--- src/rtl/fprti_issue_seq_if.sv ---
// Bundle of CPU-side and core-side signals for the FPRTI issue sequencer.
// The master side is the CPU/core environment; the slave side is the sequencer.
interface fprti_issue_seq_if #(
   parameter int NUM_FPRTI_REGS = 16,
   parameter int IDX_W          = $clog2(NUM_FPRTI_REGS)
);
   logic                             wr_valid;
   logic [IDX_W-1:0]                 wr_idx;
   logic [31:0]                      wr_data;
   logic                             wr_ready;
   logic                             start;
   logic                             busy;
   logic [NUM_FPRTI_REGS-1:0][31:0]  fprti_regs;
   logic                             input_valid;
   logic [31:0]                      core_return;
   logic                             core_valid;
   logic                             rsp_valid;
   logic [31:0]                      rsp_data;
   logic                             rsp_timeout;
   logic                             rsp_ready;

   modport master (
      output wr_valid, wr_idx, wr_data, start, core_return, core_valid, rsp_ready,
      input  wr_ready, busy, fprti_regs, input_valid, rsp_valid, rsp_data, rsp_timeout
   );

   modport slave (
      input  wr_valid, wr_idx, wr_data, start, core_return, core_valid, rsp_ready,
      output wr_ready, busy, fprti_regs, input_valid, rsp_valid, rsp_data, rsp_timeout
   );
endinterface

--- src/rtl/fprti_issue_seq.sv ---
// Front-end sequencer: owns the FPRTI register file, launches the intersection core,
// waits for its result (with timeout) and presents it in a valid/ready response slot.
module fprti_issue_seq #(
   parameter int NUM_FPRTI_REGS = 16,
   parameter int IDX_W          = $clog2(NUM_FPRTI_REGS),
   parameter int TIMEOUT_CYCLES = 1024,
   parameter int TO_W           = $clog2(TIMEOUT_CYCLES + 1)
) (
   input logic              clk,
   input logic              rst_n,
   fprti_issue_seq_if.slave bus
);

   localparam logic [31:0] QNAN = 32'h7FC0_0000;

   typedef enum logic [1:0] {IDLE, ISSUE, WAIT, RESP} state_t;

   state_t                            state;
   logic [NUM_FPRTI_REGS-1:0][31:0]   regs;
   logic [TO_W-1:0]                   timer;
   logic                              wr_ready;
   logic                              busy;
   logic                              input_valid;
   logic                              rsp_valid;
   logic [31:0]                       rsp_data;
   logic                              rsp_timeout;

   // NOTE: the register file is reset because the core sees it directly and
   // must never observe power-up garbage; this costs a reset net per flop.
   // NOTE: every state element below uses non-blocking assignment so all
   // updates see pre-edge values regardless of statement order.
   always_ff @(posedge clk or negedge rst_n) begin
      if (!rst_n) begin
         state       <= IDLE;
         regs        <= '0;
         timer       <= '0;
         wr_ready    <= 1'b1;
         busy        <= 1'b0;
         input_valid <= 1'b0;
         rsp_valid   <= 1'b0;
         rsp_data    <= '0;
         rsp_timeout <= 1'b0;
      end else begin
         unique case (state)
            IDLE: begin
               // Out-of-range indices are accepted but dropped.
               if (bus.wr_valid && (int'(bus.wr_idx) < NUM_FPRTI_REGS))
                  regs[bus.wr_idx] <= bus.wr_data;
               if (bus.start) begin
                  state       <= ISSUE;
                  wr_ready    <= 1'b0;
                  busy        <= 1'b1;
                  input_valid <= 1'b1;
               end
            end
            ISSUE: begin
               input_valid <= 1'b0;
               timer       <= '0;
               state       <= WAIT;
            end
            WAIT: begin
               timer <= timer + TO_W'(1);
               // A core result arriving on the timeout cycle takes priority.
               if (bus.core_valid) begin
                  rsp_data    <= bus.core_return;
                  rsp_timeout <= 1'b0;
                  rsp_valid   <= 1'b1;
                  state       <= RESP;
               end else if (timer == TO_W'(TIMEOUT_CYCLES - 1)) begin
                  rsp_data    <= QNAN;
                  rsp_timeout <= 1'b1;
                  rsp_valid   <= 1'b1;
                  state       <= RESP;
               end
            end
            RESP: begin
               if (bus.rsp_ready) begin
                  rsp_valid <= 1'b0;
                  busy      <= 1'b0;
                  wr_ready  <= 1'b1;
                  state     <= IDLE;
               end
            end
            default: state <= IDLE;
         endcase
      end
   end

   assign bus.fprti_regs  = regs;
   assign bus.wr_ready    = wr_ready;
   assign bus.busy        = busy;
   assign bus.input_valid = input_valid;
   assign bus.rsp_valid   = rsp_valid;
   assign bus.rsp_data    = rsp_data;
   assign bus.rsp_timeout = rsp_timeout;

endmodule

--- src/flat_wrapper.sv ---
// flat-port wrapper written by rule: the top's interface ports become plain ports
module fprti_issue_seq_flat 
#(
   parameter int NUM_FPRTI_REGS = 16,
   parameter int IDX_W          = $clog2(NUM_FPRTI_REGS),
   parameter int TIMEOUT_CYCLES = 1024,
   parameter int TO_W           = $clog2(TIMEOUT_CYCLES + 1)
)
  (clk, rst_n, bus_wr_valid, bus_wr_idx, bus_wr_data, bus_start, bus_core_return, bus_core_valid, bus_rsp_ready, bus_wr_ready, bus_busy, bus_fprti_regs, bus_input_valid, bus_rsp_valid, bus_rsp_data, bus_rsp_timeout);
  fprti_issue_seq_if #(.NUM_FPRTI_REGS(NUM_FPRTI_REGS), .IDX_W(IDX_W)) bus_i ();
  input logic clk;
  input logic rst_n;
  input wire logic [$bits(bus_i.wr_valid)-1:0] bus_wr_valid;
  input wire logic [$bits(bus_i.wr_idx)-1:0] bus_wr_idx;
  input wire logic [$bits(bus_i.wr_data)-1:0] bus_wr_data;
  input wire logic [$bits(bus_i.start)-1:0] bus_start;
  input wire logic [$bits(bus_i.core_return)-1:0] bus_core_return;
  input wire logic [$bits(bus_i.core_valid)-1:0] bus_core_valid;
  input wire logic [$bits(bus_i.rsp_ready)-1:0] bus_rsp_ready;
  output wire logic [$bits(bus_i.wr_ready)-1:0] bus_wr_ready;
  output wire logic [$bits(bus_i.busy)-1:0] bus_busy;
  output wire logic [$bits(bus_i.fprti_regs)-1:0] bus_fprti_regs;
  output wire logic [$bits(bus_i.input_valid)-1:0] bus_input_valid;
  output wire logic [$bits(bus_i.rsp_valid)-1:0] bus_rsp_valid;
  output wire logic [$bits(bus_i.rsp_data)-1:0] bus_rsp_data;
  output wire logic [$bits(bus_i.rsp_timeout)-1:0] bus_rsp_timeout;
  assign bus_i.wr_valid = bus_wr_valid;
  assign bus_i.wr_idx = bus_wr_idx;
  assign bus_i.wr_data = bus_wr_data;
  assign bus_i.start = bus_start;
  assign bus_i.core_return = bus_core_return;
  assign bus_i.core_valid = bus_core_valid;
  assign bus_i.rsp_ready = bus_rsp_ready;
  assign bus_wr_ready = bus_i.wr_ready;
  assign bus_busy = bus_i.busy;
  assign bus_fprti_regs = bus_i.fprti_regs;
  assign bus_input_valid = bus_i.input_valid;
  assign bus_rsp_valid = bus_i.rsp_valid;
  assign bus_rsp_data = bus_i.rsp_data;
  assign bus_rsp_timeout = bus_i.rsp_timeout;
  fprti_issue_seq #(.NUM_FPRTI_REGS(NUM_FPRTI_REGS), .IDX_W(IDX_W), .TIMEOUT_CYCLES(TIMEOUT_CYCLES), .TO_W(TO_W)) u_core (.clk(clk), .rst_n(rst_n), .bus(bus_i));
endmodule
--- config.mk ---
export PLATFORM = sky130hd
export DESIGN_NAME = fprti_issue_seq_flat
export DESIGN_NICKNAME = d
export VERILOG_FILES = /design/src/rtl/fprti_issue_seq_if.sv /design/src/rtl/fprti_issue_seq.sv /design/src/flat_wrapper.sv
export SDC_FILE = /design/constraint.sdc
export NUM_CORES = 1
export LEC_CHECK = 0
export ABC_AREA = 0
export CORE_AREA = 5 5 236 238
export DETAILED_ROUTE_END_ITERATION = 8
export DIE_AREA = 0 0 241 243
export GPL_ROUTABILITY_DRIVEN = 0
export HOLD_SLACK_MARGIN = 0.08
export PLACE_DENSITY = 0.72
export SLEW_MARGIN = 10
export SYNTH_ARGS = -nofsm -noshare
export SYNTH_HDL_FRONTEND = slang
export SYNTH_SLANG_ARGS = --single-unit
--- constraint.sdc ---
create_clock -name clk -period 2 [get_ports clk]
set_clock_uncertainty 0.05 [all_clocks]
set_input_delay 0.6 -clock clk [delete_from_list [all_inputs] [get_ports clk]]
set_output_delay 0.6 -clock clk [all_outputs]
set_load 0.02 [all_outputs]
### After elaboration in Yosys (flattened, before gate mapping)

Cells that the tools add are included.

* logic and storage cells: 69
* bits in registers: 562

* $add $sub $neg: 1
* eq/ne operators: 7
* multiplexer cells: 22
* $lt $le $gt $ge: 2
* reduce and logical (&&, ||, !) cells: 13

Operators with widths (count)
* bitwise mux 512 bit: 1
* demux 32 bit (select 4 bit): 1
* two-way mux 32 bit: 3
* case mux 11 bit (2 select lines): 1
* adder 11 x 1 -> 11 bit, second input constant: 1
* == test 11 x 10 -> 1 bit, second input constant: 1
* nonzero test 2 bit: 5
* AND reduction 3 bit: 3
* two-way mux 2 bit: 4
* case mux 1 bit (2 select lines): 4
* case mux 2 bit (4 select lines): 1
* two-way mux 1 bit: 7
* AND reduction 2 bit: 3
* < comparator 4 x 5 -> 1 bit, second input constant: 1
* == test 2 bit, second input constant: 2
* greater-or-equal comparator 4 x 1 -> 1 bit, second input constant: 1
* != test 2 bit, second input constant: 2
* != test 3 x 2 -> 1 bit, second input constant: 1
* == test 2 x 1 -> 1 bit, second input constant: 1
* logical NOT 2 bit: 1
* logical AND 1 bit: 1

### Depth between registers and ports, before layout

Gate-level depths: netlist of run 1.

* word-level depth: 5
* mapped depth: 8
* mapped depth without buffers: 6

### Worst setup path before layout of run 1

Ideal clock, no wire load.

* kind: register to register
* start: register u_core.state[0]
* end: register u_core.regs, in the netlist u_core.bus.fprti_regs[129]
* cell stages (with the launch flop): 9
* buffers on the path: 3
* path slack: -0.018 ns
* arrival: 1.843 ns
* library setup time: 0.125 ns
* path through: dfrtp_1 > inv_1 > ha_1 > buf_6 > nand2_4 > or4_1 > buf_4 > buf_6 > mux2_4

* longest elaborated chain between the ends: 2

RTL lines
* from (decl): line fprti_issue_seq.sv:18 `state_t state;`
* from (signal assigned): line fprti_issue_seq.sv:34 `state <= IDLE;`
* from (signal assigned): line fprti_issue_seq.sv:50 `state <= ISSUE;`
* from (signal assigned): line fprti_issue_seq.sv:59 `state <= WAIT;`
* logical NOT 2 bit: line fprti_issue_seq.sv:44 `unique case (state)`
* AND reduction 2 bit (no source line)
* to (signal, indexed assignment): line fprti_issue_seq.sv:48 `regs[bus.wr_idx] <= bus.wr_data;`
* to (decl): line fprti_issue_seq.sv:19 `logic [NUM_FPRTI_REGS-1:0][31:0] regs;`

No other way between the ends.
A chain may end at the register's enable or synchronous reset.

### Final worst setup path of run 1

* start: register u_core.state[1]
* end: register u_core.regs, in the netlist u_core.bus.fprti_regs[144]

The elaborated chain is that of the path after synthesis.

==> results of run 1 <==
-- cell usage after synthesis, drive strengths merged --
library cell	n	share of area [%]
o22ai	1	0.029
mux2i	1	0.047
nand4	4	0.15
nor3b	2	0.070
nor4	1	0.058
ha	5	0.29
o2bb2ai	1	0.041
nor2b	1	0.029
and2	1	0.029
mux2	513	28
or3	2	0.058
clkbuf	40	0.70
o31ai	1	0.099
nand3	3	0.070
a22o	23	0.94
nand2b	6	0.18
a21oi	8	0.19
nand2	13	0.26
o21ai	7	0.16
and3	1	0.029
dfrtp	561	66
nand3b	1	0.035
or4	2	0.070
o221a	1	0.053
o22a	9	0.37
inv	8	0.14
dfstp	1	0.12
xor2	3	0.12
nor2	20	0.35
xnor2	3	0.12
nand4b	2	0.082
buf	54	1.5
nor3	3	0.070
o32a	1	0.047
-- power groups by stage --
stage	Clock [mW]	Combinational [mW]	Sequential (mW)
2_1_floorplan	0	5.19	25.0
3_3_place_gp	0	24.2	19.1
3_5_place_dp	0	24.5	19.4
4_1_cts	11.7	22.5	19.2
5_1_grt	12.1	23.3	19.8
6_report	11.5	22.2	19.3
-- repair_timing --
action | 4_1_cts | 5_1_grt
resized for setup | 1281 | 182
pin swaps | 7 | 11
hold buffers | 1 | 0
buffers inserted | 18 | 14
endpoints found under the hold margin | 29 | 0
setup endpoints to repair | 1029 | 356
gates cloned | 10 | 18
-- routing by layer --
layer / vias up / track usage, % / part of all wire (%)
li1: 6107 / - / -
met1: 7564 / 29.6 / 40
met2: 526 / 40.8 / 50
met3: 135 / 6.96 / 7.1
met4: 2 / 8.60 / 3.5
met5: - / 0 / 0.021
-- state kept, by name, indices dropped and copies added, names as in the netlist --
signal	count
u_core.bus.busy	1
u_core.bus.fprti_regs	512
u_core.bus.input_valid	1
u_core.bus.rsp_data	32
u_core.bus.rsp_timeout	1
u_core.bus.rsp_valid	1
u_core.bus.wr_ready	1
u_core.state	2
u_core.timer	11
-- worst max-delay path, delay by kind of cell (launching register included) --
kind / cells / cell delay, ps
buf+inv: 4 / 540
simple gates: 2 / 530
flops: 1 / 400
mux: 1 / 300
fa+ha+maj: 1 / 200
-- layout by cell type, fill, tap and decap left out, types with 39 or more instances in the layout --
cell             count
mux2_2             405
buf_4               74
buf_12              53
dlygate4sd2_1       39
clkdlybuf4s15_1    238
clkbuf_2            65
dfrtp_1            560
clkdlybuf4s15_2    189
mux2_4             101
clkbuf_16           74
clkdlybuf4s50_1     72
-- through the flow --
stage / total power, mW / utilization, % / setup TNS, ps / worst slack (ps)
6_report: 53.0 / 60.8 / -16150 / -152
5_1_grt: 55.3 / 60.8 / -39570 / -211
4_1_cts: 53.4 / 60.3 / -6690 / -207
3_5_place_dp: 43.9 / 55.2 / -258260 / -675
3_3_place_gp: 43.3 / 55.2 / -254730 / -666
2_1_floorplan: 30.1 / - / -1070 / -17.9
-- worst paths after layout --
path | start | end
min in group clk | u_core.bus.rsp_data[23]$_DFFE_PN0P_ | u_core.bus.rsp_data[23]$_DFFE_PN0P_
max in group asynchronous | rst_n | u_core.bus.fprti_regs[219]$_DFFE_PN0P_
max reg2reg | u_core.state[1]$_DFFE_PN0P_ | u_core.bus.fprti_regs[144]$_DFFE_PN0P_
min | rst_n | u_core.bus.fprti_regs[107]$_DFFE_PN0P_
max | u_core.state[1]$_DFFE_PN0P_ | u_core.bus.fprti_regs[144]$_DFFE_PN0P_
min reg2reg | u_core.bus.rsp_data[23]$_DFFE_PN0P_ | u_core.bus.rsp_data[23]$_DFFE_PN0P_
-- kinds of logic after synthesis --
| logic type | share of synthesized area, % |
|---|---|
| adder cells (fa/ha/maj) | 0.292 |
| flip-flops | 65.6 |
| XOR/XNOR | 0.245 |
| multiplexers | 28.1 |
| AND/OR/NAND/NOR | 1.54 |
| AO/OA/AOI/OAI | 1.93 |
| buffers and inverters | 2.32 |
-- layout make-up --
type	count	area [um^2]	share of cell area, %
Clock buffer	81	1690	5.21
Sequential cell	562	14100	43.4
Tap cell	696	871	2.68
Inverter	8	30.0	0.0926
Timing Repair Buffer	782	8270	25.5
Antenna cell	1	2.50	0.00772
Clock inverter	26	360	1.11
Multi-Input combinational cell	639	7140	22.0
==> qor.yml, run 1 <==
status: "finished with violations"
violations: "setup timing"
drt-total-wl_um: 75800
die_w_um: 241
cts_buffer_depth: 3
p_int_mw: 33.5
worstMarginPinSlew_ps: 526
syn_area_um2: 21400
cts-root-buf: "clkbuf_16"
cts.clk_slew.worst_paths_ps: 70
p_comb_share_pct: 42.0
fp-row-count: 85
crit_path_end_kind: "register"
pin_count: 623
fillers: 4008
p_clk_share_pct: 21.6
dr_total_vias: 14334
cp_max_fo: 5
fmax_ghz: 0.465
synthDistinctLibCells: 41
holdWs_ps: 400
synth-seq-area-share_pct: 65.6
crit_type: "register to register"
slew-limit-headroom_pct: 64.9
overflow: 0
placed_cells: 2639
insertion_delay_ps: 610
power_frac_seq_pct: 36.4
power_density_nw_per_um2: 1630
yosys_warnings: 0
vias_per_cell: 5.13
final-instance-count-excl-fill: 2795
drive_gt1_share_pct: 50.6
place_hpwl_um: 51100
drcViolationCount: 0
cap_violations: 0
period_minus_slack_ps: 2150
cpMaxStageDelayCell: "or4_4"
track_usage_pct: 24.2
cpPeakStageDelay_ps: 450
hp-class: "primary input to asynchronous set/reset pin"
start_util_pct: 40.1
cts_max_level: 2
rsz0062_at_grt: "yes"
first_global_vias: 15346
required_ps: 2430
dpl_cell_area_um2: 29500
cp.arrival_ps: 2580
cts_sinks: 562
p_leak_nw: 15.6
fin_ws_ps: -152
syn2layout_area_growth_pct: 51.3
grt_pass1_wl_um: 106000
p_sw_share_pct: 36.9
final_nets: 2131
antenna_found_initial: 2
finalHoldViolCount: 0
io_buffers: 622
coreArea_um2: 53400
grt_start_max_net_pins: 88
cts_tree: "done"
crit_chain: "inv_2 -> ha_4 -> nand2_4 -> buf_6 -> or4_4 -> buf_12 -> buf_16 -> mux2_4"
antenna_left: 0
reg2reg_setup_slack_ps: -150
vdd_drop_max_v: 0.000974
period_share_pct: 108
drt_iter0_drc: 735
worstRegToRegCells: 8
dr.pass1.iters: 5
fin_area_um2: 32400
syn-num-nets: 1382
wire_per_inst_um: 27.1
ys_ff_latch: 562
die_area_um2: 58600
setup_violations: 261
syn_avg_cell_area_um2: 16.4
cts_inserted_buffers: 59
slew_violations: 0
die_y_um: 243
synthCells: 1303
startpoint_type: "register"
switching_power_mw: 19.5
Note: power is estimated with default switching activity, not from simulation.
==> run 2, diff against run 1 <==
--- a/config.mk
+++ b/config.mk
@@ -6,12 +6,12 @@
 export NUM_CORES = 1
 export LEC_CHECK = 0
 export ABC_AREA = 0
-export CORE_AREA = 5 5 236 238
+export CORE_AREA = 5 5 238 240
 export DETAILED_ROUTE_END_ITERATION = 8
-export DIE_AREA = 0 0 241 243
+export DIE_AREA = 0 0 243 245
+export DONT_BUFFER_PORTS = 1
 export GPL_ROUTABILITY_DRIVEN = 0
 export HOLD_SLACK_MARGIN = 0.08
-export PLACE_DENSITY = 0.72
 export SLEW_MARGIN = 10
 export SYNTH_ARGS = -nofsm -noshare
 export SYNTH_HDL_FRONTEND = slang
==> run 2 against run 1 <==
  * Critical endpoint is now u_core.bus.fprti_regs[262]$_DFFE_PN0P_
  * Sequential power is 41% higher
  * Power fell by 14%
  * Highest routed layer is now met4
  * Clock-buffer cell count increased by 3
  * Die area is 1.7% higher
  * Setup slack improved by 140 ps
  * First-iteration DRC count fell by 20%
  * Combinational power decreased by 67%
  * The run ends with hold timing, slew limit, setup timing left
==> qor.yml, run 2 (synthesis results as in run 1) <==
status: "finished with violations"
violations: "hold timing, slew limit, setup timing"
grt_pass1_wl_um: 95700
drive_gt1_share_pct: 48.1
cp_max_fo: 10
dp_slack_ps: -242
first_global_vias: 12402
cpPeakStageDelay_ps: 620
largest_register_ff_count: 512
fmax_ghz: 0.497
coreArea_um2: 54400
setup_violations: 24
grt_start_max_net_pins: 563
cts_buffer_depth: 3
cp.arrival_ps: 2440
syn2layout_area_growth_pct: 25.0
drcViolationCount: 0
fin_ws_ps: -11.8
dr.pass1.iters: 4
cts_tree: "done"
cts-root-buf: "clkbuf_16"
fillers: 4557
die_area_um2: 59500
die_w_um: 243
finalHoldViolCount: 238
pin_count: 623
insertion_delay_ps: 600
crit_chain: "inv_2 -> ha_4 -> nand2_4 -> or4_4 -> buf_12 -> mux2_4"
slew-limit-headroom_pct: -68.0
cts_sinks: 562
final_common_cell: "dfrtp_1"
period_share_pct: 101
startpoint_type: "register"
cap_violations: 0
vdd_drop_max_v: 0.000965
cts.clk_slew.worst_paths_ps: 60
rsz0062_at_grt: "yes"
p_leak_nw: 12.8
final_nets: 1514
holdWs_ps: -346
overflow: 0
io_buffers: 0
wire_per_inst_um: 32.5
fin_tns_setup_ps: -161
cts_inserted_buffers: 57
layout_common_cells: "561 x dfrtp_1, 303 x mux2_2, 202 x mux2_4"
cts_max_level: 2
required_ps: 2430
crit_type: "register to register"
track_usage_pct: 21.7
fp-row-count: 86
power_density_nw_per_um2: 1700
antenna_found_initial: 3
slew_violations: 327
place_hpwl_um: 43100
worstMarginPinSlew_ps: 2520
vias_per_cell: 5.42
start_util_pct: 39.4
drt-total-wl_um: 71100
drt_iter0_drc: 591
crit_path_end_kind: "register"
dr_total_vias: 11868
period_minus_slack_ps: 2010
die_y_um: 245
antenna_left: 0
cpMaxStageDelayCell: "or4_4"
hp-class: "primary input to asynchronous set/reset pin"
[run 2: cell count changes in the layout (fill, tap and decap cells not counted), sizes merged, moves of 2 or more]
cell | before | now
clkbuf | 161 | 99
diode | 1 | 3
dlygate4sd3 | 1 | 80
clkdlybuf4s15 | 427 | 0
buf | 163 | 72
dlygate4sd2 | 39 | 0
clkinvlp | 1 | 5
bufinv | 7 | 5
clkinv | 15 | 11
clkdlybuf4s50 | 72 | 0
[run 2: cell type report]
class / count / area (um^2) / share of cell area, %
timing repair buffer: 167 / 2320 / 8.66
clock buffer: 84 / 1720 / 6.42
antenna: 3 / 7.51 / 0.0280
sequential: 562 / 14100 / 52.5
multi-input combinational: 639 / 7510 / 28.0
clock inverter: 23 / 264 / 0.985
tap: 704 / 881 / 3.29
inverter: 8 / 30.0 / 0.112
[run 2: timing repair]
| action | CTS | global route |
|---|---|---|
| endpoints found under the hold margin | 1081 | 581 |
| resized for setup | 37 | 147 |
| pin swaps | 4 | 9 |
| setup endpoints to repair | 479 | 373 |
| hold buffers | 76 | 5 |
| setup buffers | 9 | 6 |
| cloned | 7 | 19 |
[run 2: layer usage]
metal	vias to the layer above	global-route usage, %	wire (um)
li1	4873	-	-
met1	6417	25.6	27100
met2	491	37.1	36100
met4	0	5.37	1430
met3	87	8.86	6450
met5	-	0	0
[run 2: through the flow]
stage | utilization, % | total power, mW | instance area [um^2] | std cells
6_report | 49.2 | 45.7 | 26800 | 2190
5_1_grt | 49.2 | 47.5 | 26800 | 2188
4_1_cts | 47.2 | 45.2 | 25700 | 2159
3_5_place_dp | 41.4 | 33.4 | 22500 | 1960
3_3_place_gp | 41.4 | 33.0 | 22500 | 1960
2_1_floorplan | - | 30.1 | 21400 | 1303
[run 2: path summary, 6_finish.rpt]
check,from,endpoint,slack [ps],depth (start not counted)
hold reg to reg,u_core.timer[0]$_DFFE_PN0P_,u_core.timer[0]$_DFFE_PN0P_,480,1
hold / removal,rst_n,u_core.bus.fprti_regs[173]$_DFFE_PN0P_,-350,0
setup reg to reg,u_core.state[0]$_DFFE_PN0P_,u_core.bus.fprti_regs[262]$_DFFE_PN0P_,-10,6
setup / recovery,u_core.state[0]$_DFFE_PN0P_,u_core.bus.fprti_regs[262]$_DFFE_PN0P_,-10,6
min in group clk,bus_wr_data[18],u_core.bus.fprti_regs[498]$_DFFE_PN0P_,120,1
max in group asynchronous,rst_n,u_core.bus.fprti_regs[165]$_DFFE_PN0P_,260,0
[run 2: report_power, final]
part / switching, mW / internal (mW) / total, mW
Sequential: 11.0 / 16.2 / 27.2
Combinational: 2.21 / 5.07 / 7.28
Clock: 4.57 / 6.60 / 11.2
[run 2: worst max-delay path: cells and delay by family (launching register included)]
kind | cells | cell delay, ps
and+or+nand+nor | 2 | 690
muxes | 1 | 290
buffers and inverters | 2 | 300
DFF | 1 | 390
adders and majority gates | 1 | 180
==> run 3, diff against run 2 <==
--- a/config.mk
+++ b/config.mk
@@ -11,7 +11,9 @@
 export DIE_AREA = 0 0 243 245
 export DONT_BUFFER_PORTS = 1
 export GPL_ROUTABILITY_DRIVEN = 0
+export GPL_TIMING_DRIVEN = 0
 export HOLD_SLACK_MARGIN = 0.08
+export REMOVE_ABC_BUFFERS = 1
 export SLEW_MARGIN = 10
 export SYNTH_ARGS = -nofsm -noshare
 export SYNTH_HDL_FRONTEND = slang
==> run 3 against run 2 <==
  * The flow still finishes with violations (hold timing, slew limit, setup timing)
  * Power is 1.4% lower
  * Sequential power about the same
  * Wire length increased by 2.9%
  * Via count rose by 2.1%
  * Clock power fell by 5%
  * Non-clock buffer count shrank 1
  * Die area did not move
  * Critical endpoint is now u_core.bus.fprti_regs[424]$_DFFE_PN0P_
==> qor.yml, run 3 (synthesis results as in run 1) <==
holdWs_ps: -356
p_leak_nw: 12.9
period_share_pct: 111
grt_start_max_net_pins: 563
fin_tns_setup_ps: -55970
cts_sinks: 562
fillers: 4482
cts_inserted_buffers: 57
vias_per_cell: 5.54
r2r-start: "u_core.state[0]$_DFFE_PN0P_"
fin_ws_ps: -214
antenna_left: 0
io_buffers: 0
coreArea_um2: 54400
place_hpwl_um: 39300
cp.arrival_ps: 2650
cts.clk_slew.worst_paths_ps: 70
die_y_um: 245
crit_type: "register to register"
cts_buffer_depth: 3
finalHoldViolCount: 253
fmax_ghz: 0.452
utilization_pct: 49.4
grt_pass1_wl_um: 94600
status: "finished with violations"
slew_violations: 311
drt-total-wl_um: 73200
highest_layer: "met4"
cts_max_level: 2
cts-root-buf: "clkbuf_16"
start_util_pct: 39.4
rsz0062_at_grt: "yes"
cts_tree: "done"
drive_gt1_share_pct: 48.8
wl_met2_um: 36300
largest_register_ff_count: 512
reg2reg_setup_slack_ps: -210
worstMarginPinSlew_ps: 2310
fp-row-count: 86
final_common_cell: "dfrtp_1"
layout_common_cells: "561 x dfrtp_1, 285 x mux2_2, 221 x mux2_4"
pin_count: 623
final_nets: 1518
required_ps: 2430
dr_total_vias: 12116
slew-limit-headroom_pct: -54.0
startpoint_type: "register"
dpl_cell_area_um2: 22300
drt-met1-wl_um: 28000
worstRegToRegCells: 8
overflow: 0
setup_violations: 505
cap_violations: 0
insertion_delay_ps: 620
dr.pass1.iters: 4
track_usage_pct: 21.4
wl_met3_um: 6260
first_global_vias: 12569
fin_area_um2: 26900
period_minus_slack_ps: 2210
cp_max_fo: 17
syn2layout_area_growth_pct: 25.5
antenna_found_initial: 1
power_density_nw_per_um2: 1670
drt_iter0_drc: 662
vdd_drop_max_v: 0.00101
crit_path_end_kind: "register"
die_w_um: 243
r2r-end: "u_core.bus.fprti_regs[424]$_DFFE_PN0P_"
die_area_um2: 59500
drcViolationCount: 0
hp-class: "primary input to asynchronous set/reset pin"
wire_per_inst_um: 33.5
violations: "hold timing, slew limit, setup timing"
run 3: changes by cell type in the layout (fill, tap and decap cells not counted), moves of 4 or more:
cell           before  now
mux2_4            202  221
mux2_2            303  285
dlygate4sd3_1      80   73
clkbuf_8           15   10
nand2b_4            0    5
buf_6              10   14
clkinv_2           10   14
run 3: area by class of cell:
cell class | count | area [um^2] | area share, %
Antenna cell | 2 | 5.00 | 0.0186
Multi-Input combinational cell | 644 | 7670 | 28.5
Clock inverter | 21 | 193 | 0.716
Tap cell | 704 | 881 | 3.27
Sequential cell | 562 | 14100 | 52.3
Inverter | 8 | 30.0 | 0.112
Clock buffer | 80 | 1660 | 6.15
Timing Repair Buffer | 166 | 2410 | 8.95
run 3: report_power, final:
part / switching [mW] / internal (mW)
sequential: 10.8 / 16.2
combinational: 2.30 / 5.13
clock: 4.47 / 6.12
total: 17.5 / 27.5
run 3: layer usage:
layer  global-route usage, %  vias up
li1                        -     4875
met1                    25.3     6575
met2                    35.9      532
met3                    7.96      134
met4                    7.89        0
met5                       0        -
run 3: worst max path at each step:
| stage | start | end | slack [ps] | cells past startpoint |
|---|---|---|---|---|
| 6_report | u_core.state[0]$_DFFE_PN0P_ | u_core.bus.fprti_regs[424]$_DFFE_PN0P_ | -210 | 8 |
| 3_5_place_dp | u_core.state[0]$_DFFE_PN0P_ | u_core.bus.fprti_regs[235]$_DFFE_PN0P_ | -960 | 6 |
| 2_1_floorplan | u_core.state[0]$_DFFE_PN0P_ | u_core.bus.fprti_regs[384]$_DFFE_PN0P_ | -1310 | 5 |
| 5_1_grt | u_core.state[0]$_DFFE_PN0P_ | u_core.bus.fprti_regs[324]$_DFFE_PN0P_ | -250 | 9 |
| 4_1_cts | u_core.state[0]$_DFFE_PN0P_ | u_core.bus.fprti_regs[242]$_DFFE_PN0P_ | -50 | 9 |
| 3_3_place_gp | u_core.state[0]$_DFFE_PN0P_ | u_core.bus.fprti_regs[394]$_DFFE_PN0P_ | -4630 | 5 |
run 3: metrics by stage:
step	instances	total power [mW]	setup slack, ps
finish	2187	45.0	-214
CTS	2154	44.2	-49.6
floorplan	1209	30.0	-1310
detailed placement	1930	33.0	-959
global route	2185	46.8	-252
global placement	1913	32.6	-4630
run 3: repair_timing:
item	CTS	global route
setup endpoints to repair	536	531
pin swaps	16	5
gates resized for setup	31	180
buffers inserted	46	12
gates cloned	6	19
hold buffers	71	2
hold endpoints to repair	1091	565
run 3: critical path, stage by stage (launching register included):
cell and delay, ps:
dfrtp_1 410, inv_2 100, ha_4 190, nand4b_1 210, buf_6 210, buf_6 110
nor2_4 170, buf_12 220, mux2_2 360
